[config.mk]
export PLATFORM = sky130hd
export DESIGN_NAME = half_adder_unit
export DESIGN_NICKNAME = d
export VERILOG_FILES = /design/src/rtl/half_adder_unit.sv
export SDC_FILE = /design/constraint.sdc
export NUM_CORES = 1
export LEC_CHECK = 0
export ABC_AREA = 1
export CORE_AREA = 8 8 45 47
export CTS_CLUSTER_DIAMETER = 200
export CTS_CLUSTER_SIZE = 24
export DETAILED_ROUTE_END_ITERATION = 8
export DIE_AREA = 0 0 53 55
export GPL_TIMING_DRIVEN = 0
export PLACE_DENSITY_LB_ADDON = 0.25
export SLEW_MARGIN = 20
export SYNTH_ARGS = -nofsm -noshare
export SYNTH_HDL_FRONTEND = slang
export SYNTH_SLANG_ARGS = --single-unit
[constraint.sdc]
create_clock -name clk -period 1.1 [get_ports clk]
set_clock_uncertainty 0.15 [all_clocks]
set_input_delay 0.165 -clock clk [delete_from_list [all_inputs] [get_ports clk]]
set_output_delay 0.165 -clock clk [all_outputs]
set_load 0.02 [all_outputs]
[src/rtl/half_adder_unit.sv]
// -----------------------------------------------------------------------------
// half_adder_unit
//
// Purpose:
//   Registered, lane-parallel half adder with a valid/ready handshake on both
//   sides. Each of the WIDTH lanes computes sum = a ^ b and carry = a & b
//   independently (no carry ripple between lanes). The result is held in a
//   one-entry output register that can be drained and refilled in the same
//   cycle, so it sustains one result per clock while downstream is ready.
//
// Optional feature (macro HALF_ADDER_UNIT_STATS_EN):
//   Adds saturating transaction / carry statistics counters plus a
//   synchronous clear input. Without the macro those ports and counters do
//   not exist and the core behaviour is unchanged.
//
// Parameters:
//   WIDTH  number of independent half-adder lanes (>= 1)
//   CNT_W  statistics counter width (only meaningful with the stats feature)
//
// Ports:
//   clk          in   rising-edge clock
//   rst_n        in   synchronous active-low reset
//   in_valid     in   a/b carry a valid operand pair this cycle
//   in_ready     out  operands can be accepted this cycle (combinational)
//   a, b         in   [WIDTH] operands, one bit per lane
//   out_valid    out  sum/carry/carry_any hold a valid result
//   out_ready    in   downstream takes the result this cycle
//   sum          out  [WIDTH] registered a ^ b of the accepted operands
//   carry        out  [WIDTH] registered a & b of the accepted operands
//   carry_any    out  registered OR-reduction of carry
//   stats_clear  in   (stats only) zero both counters
//   txn_count    out  [CNT_W] (stats only) saturating count of accepts
//   carry_count  out  [CNT_W] (stats only) saturating count of accepts that
//                     produced at least one carry
// -----------------------------------------------------------------------------
module half_adder_unit #(
  parameter int WIDTH = 1,
  parameter int CNT_W = 16
) (
  input  logic             clk,
  input  logic             rst_n,
  input  logic             in_valid,
  output logic             in_ready,
  input  logic [WIDTH-1:0] a,
  input  logic [WIDTH-1:0] b,
  output logic             out_valid,
  input  logic             out_ready,
  output logic [WIDTH-1:0] sum,
  output logic [WIDTH-1:0] carry,
  output logic             carry_any
`ifdef HALF_ADDER_UNIT_STATS_EN
  ,
  input  logic             stats_clear,
  output logic [CNT_W-1:0] txn_count,
  output logic [CNT_W-1:0] carry_count
`endif
);

  // Illegal parameter values show up as these named (empty) scopes in the
  // elaborated hierarchy; legal configurations never create them.
  if (WIDTH < 1) begin : g_invalid_width
  end
  if (CNT_W < 1) begin : g_invalid_cnt_w
  end

  // Output register state.
  logic             out_valid_q, out_valid_d;
  logic [WIDTH-1:0] sum_q,       sum_d;
  logic [WIDTH-1:0] carry_q,     carry_d;
  logic             carry_any_q, carry_any_d;

  // Handshake qualifiers and the raw per-lane arithmetic.
  logic             accept;
  logic             drain;
  logic [WIDTH-1:0] lane_sum;
  logic [WIDTH-1:0] lane_carry;
  logic             lane_carry_any;

  // The slot can take a new operand pair when it is empty or when the held
  // result leaves this same cycle; this is what gives bubble-free streaming.
  assign in_ready = !out_valid_q || out_ready;
  assign accept   = in_valid && in_ready;
  assign drain    = out_valid_q && out_ready;

  // Per-lane half add. Lanes are independent, so this is plain bitwise logic.
  assign lane_sum       = a ^ b;
  assign lane_carry     = a & b;
  assign lane_carry_any = |lane_carry;

  // Next state of the output slot. An accept always wins: if the old result
  // is draining at the same time, the new one simply replaces it and
  // out_valid stays high. A drain without an accept only clears out_valid;
  // the data registers keep their stale contents to save enable logic.
  always_comb begin
    out_valid_d = out_valid_q;
    sum_d       = sum_q;
    carry_d     = carry_q;
    carry_any_d = carry_any_q;
    if (accept) begin
      out_valid_d = 1'b1;
      sum_d       = lane_sum;
      carry_d     = lane_carry;
      carry_any_d = lane_carry_any;
    end else if (drain) begin
      out_valid_d = 1'b0;
    end
  end

  // Output slot registers; reset clears the data too so a freshly reset
  // block presents all-zero outputs.
  always_ff @(posedge clk) begin
    if (!rst_n) begin
      out_valid_q <= 1'b0;
      sum_q       <= '0;
      carry_q     <= '0;
      carry_any_q <= 1'b0;
    end else begin
      out_valid_q <= out_valid_d;
      sum_q       <= sum_d;
      carry_q     <= carry_d;
      carry_any_q <= carry_any_d;
    end
  end

  assign out_valid = out_valid_q;
  assign sum       = sum_q;
  assign carry     = carry_q;
  assign carry_any = carry_any_q;

`ifdef HALF_ADDER_UNIT_STATS_EN
  logic [CNT_W-1:0] txn_count_q,   txn_count_d;
  logic [CNT_W-1:0] carry_count_q, carry_count_d;

  // Statistics counters. A clear takes precedence over a coincident accept,
  // and both counters stick at all-ones instead of wrapping so a long run
  // never reads back as a small number.
  always_comb begin
    txn_count_d   = txn_count_q;
    carry_count_d = carry_count_q;
    if (stats_clear) begin
      txn_count_d   = '0;
      carry_count_d = '0;
    end else if (accept) begin
      if (txn_count_q != '1) begin
        txn_count_d = txn_count_q + CNT_W'(1);
      end
      if (lane_carry_any && (carry_count_q != '1)) begin
        carry_count_d = carry_count_q + CNT_W'(1);
      end
    end
  end

  // Counter registers, cleared by reset like the rest of the block.
  always_ff @(posedge clk) begin
    if (!rst_n) begin
      txn_count_q   <= '0;
      carry_count_q <= '0;
    end else begin
      txn_count_q   <= txn_count_d;
      carry_count_q <= carry_count_d;
    end
  end

  assign txn_count   = txn_count_q;
  assign carry_count = carry_count_q;
`endif

endmodule

# == After elaboration in Yosys (flattened, before gate mapping) ==
# Index checks and enable logic that the tools add are counted.
# word_totals
ff_bits,3
in_bits,6
out_inout_bits,5
# op_classes
muxes,2
bitwise_logic,2
reduce_logical,5
# ops
operator,count
$logic_and A1 B1 Y1,2
$mux W1,2
$reduce_bool A2 Y1,1
$and A1 B1 Y1,1
$logic_not A1 Y1,1
$logic_or A1 B1 Y1,1
$xor A1 B1 Y1,1

# == Depth between registers and ports, before layout ==
# depth
depth_word,4
ltp_mapped,5
ltp_nobuf,5

# == Worst setup path after synthesis ==
# OpenSTA, ideal clock, no wires.
# synth_path
path_kind,register to register
start,"register out_valid_q, in the netlist out_valid"
end,"register carry_any_q, in the netlist carry_any"
setup_ns,0.115
t_arrival_ns,0.803
t_required_ns,0.835
path_slack_ns,0.032
path_stages_with_launch,4
path_buffers,0
synth_period_minus_slack_ns,1.068
path_cell_list,dfxtp_1 > nand2_2 > a21oi_1 > nor2_1
# synth_via
elab_chain_cells,3
# synth_lines
element,line,text
"start, declared",67,"logic out_valid_q, out_valid_d;"
"start signal, assigned",118,out_valid_q <= out_valid_d;
$logic_not A1 Y1,81,assign in_ready = !out_valid_q || out_ready;
$logic_or A1 B1 Y1,81,
via in_ready,43,"output logic in_ready,"
$logic_and A1 B1 Y1,82,assign accept = in_valid && in_ready;
"end signal, assigned",121,carry_any_q <= carry_any_d;
"end, declared",70,"logic carry_any_q, carry_any_d;"
# The timed path passes the listed nets, and every way through them passes these cells.
# A chain may end at the register's enable or synchronous reset.

# == Worst setup path after layout ==
# layout_path
start,"register out_valid_q, in the netlist out_valid"
end,output in_ready
# layout_via
elab_chain_cells,2
# layout_lines
element,line
$logic_not A1 Y1,81
$logic_or A1 B1 Y1,81
"end, declared",43
# Every way passes these cells.

==> reports/qor.yml <==
initial_utilization_pct: 10.4
p_sw_share_pct: 26.3
fill_cells: 165
synthToLayoutAreaGrowth_pct: 98.3
die_x_um: 53
portBuffers: 10
clock_power_share_pct: 49.0
cts-hold-fix-buffers: 0
place_congestion: 0.699
yosysWarnings: 0
rows: 14
io_pins: 11
clk_path_buf_depth: 2
grt_max_degree: 6
r2r_start: "out_valid$_SDFFE_PN0P_"
p_sw_mw: 0.105
dp_hpwl_um: 321
fin_ws_ps: 44.0
p_leak_nw: 0.156
grt_pass1_wl_um: 690
wl_per_cell_um: 9.14
cp-endpoint: "in_ready"
drt_first_pass_iters: 1
path_class: "reg -> out"
cts_htree_levels: 1
diodes: 0
critPathLaunch: "out_valid$_SDFFE_PN0P_"
num-nets-final: 41
irDropWorstVdd_mv: 0.222
tightest_slew_ps: 176
timing.slew.headroom_pct: 88.3
final_max_slew_viol_count: 0
cts_tree: "done"
netlist_area_um2: 144
vias: 165
intPower_mw: 0.294
r2r_slack_ps: 140
setup_violations: 0
drive_gt1_share_pct: 39.4
dieArea_um2: 2920
viasPerCell: 3.37
drc_errors: 0
reg2reg_depth: 4
cp_max_fo: 2
critPathLaunchType: "register"
grt_pass1_vias: 168
drt_iter0_drc: 0
synth-seq-area-share_pct: 41.7
synth_cells: 19
cts_buffers: 3
max_freq_mhz: 947
cts_sinks: 3
synth.distinct_cells: 11
ant_nets: 0
post-route-period-util_pct: 96.0
rr_endpoint: "carry_any$_SDFFE_PN0P_"
setup_tns_ps: 0
hp-class: "in -> reg"
final_cell_mix: "3 x inv_1, 3 x clkbuf_4, 3 x buf_2"
pwr-share-seq_pct: 31.3
antenna_found_initial: 0
syn_nets: 26
fp.dieH_um: 55
core-area_um2: 1380
rsz0062_at_grt: "yes"
cp.required_ps: 780
clk_latency_ps: 230
drt_wl_total_um: 448
period_needed_ps: 1060
max_cap_viol_count: 0
p_per_area_nw_per_um2: 1400
p_comb_share_pct: 19.7
synth-seq-cells: 3
grt-ovfl-total: 0
postSynthAreaPerCell_um2: 7.57
hold_viol_final: 0
cts_root_buf: "clkbuf_4"
cp.arrival_ps: 740
pre_cts_slack_ps: -599
track_usage_pct: 3.50
path_clk_slew_ps: 40
run_status: "completed"
cp-end-kind: "output pin"
## critical path: stages, from the launching register on
cell and delay [ps]:
dfxtp_2 340, nand2_4 50, buf_6 120
## Yosys cell counts
library cell	instances	area, um2
inv_2	1	3.75
nand2_1	2	7.51
nand2_2	1	6.26
a21oi_1	2	10.0
inv_1	3	11.3
nand3_1	2	10.0
dfxtp_1	3	60.1
ha_1	1	12.5
buf_4	1	7.51
a21boi_0	1	7.51
nor2_1	2	7.51
## flip-flops by register name, summed over array words and instances, names as in the netlist
signal,cells
sum,1
carry_any,1
out_valid,1
## layout make-up
cell class / count / area [um2] / share of cell area (%)
clock buffers: 4 / 26.3 / 9.21
inverters: 4 / 15.0 / 5.26
multi-input cells: 11 / 66.3 / 23.2
flip-flops and latches: 3 / 62.6 / 21.9
well taps: 16 / 20.0 / 7.02
repair buffers: 11 / 95.1 / 33.3
## worst min-delay path by stage
stage               depth (start not counted)  slack, ps                     end              from
floorplan                                   2        140  carry_any$_SDFFE_PN0P_             rst_n
global placement                            2        320        sum$_SDFFE_PN0P_  sum$_SDFFE_PN0P_
detailed placement                          2        330        sum$_SDFFE_PN0P_  sum$_SDFFE_PN0P_
CTS                                         5        320  out_valid$_SDFFE_PN0P_         out_ready
global route                                6        320  carry_any$_SDFFE_PN0P_                 a
finish                                      6        260        sum$_SDFFE_PN0P_                 a
## through the flow
stage | hold WS [ps] | std cells | util [%] | area (um2) | total power, mW
finish | 256 | 49 | 20.6 | 285 | 0.398
global route | 323 | 49 | 20.6 | 285 | 0.432
CTS | 318 | 49 | 20.3 | 282 | 0.410
detailed placement | 328 | 45 | 19.1 | 264 | 0.212
global placement | 315 | 45 | 19.1 | 264 | 0.212
floorplan | 136 | 19 | - | 144 | 0.164
## power groups by stage
stage / clock network, mW / logic [mW] / registers, mW
floorplan: 0 / 0.0294 / 0.134
global placement: 0 / 0.0876 / 0.124
detailed placement: 0 / 0.0881 / 0.124
CTS: 0.205 / 0.0800 / 0.124
global route: 0.219 / 0.0868 / 0.126
finish: 0.195 / 0.0787 / 0.125
## layer usage
layer	GRT usage, %	wire length, um	vias to the layer above
li1	-	-	85
met1	3.03	179	65
met2	4.10	144	13
met3	2.94	104	2
met4	5.17	21	0
met5	0	0	-
## repair_timing
item	4_1_cts	5_1_grt
setup buffers	1	0
gates resized for setup	28	2
pin swaps	1	4
setup endpoints to repair	6	3
## cell families after synthesis
family                   count (synthesis)  share of synthesized area, %
AO/OA/AOI/OAI                            3                          12.2
buffers and inverters                    5                          15.7
AND/OR/NAND/NOR                          7                          21.7
flip-flops                               3                          41.7
adder cells (fa/ha/maj)                  1                          8.69
No activity file was read; power rests on OpenSTA's default activity.
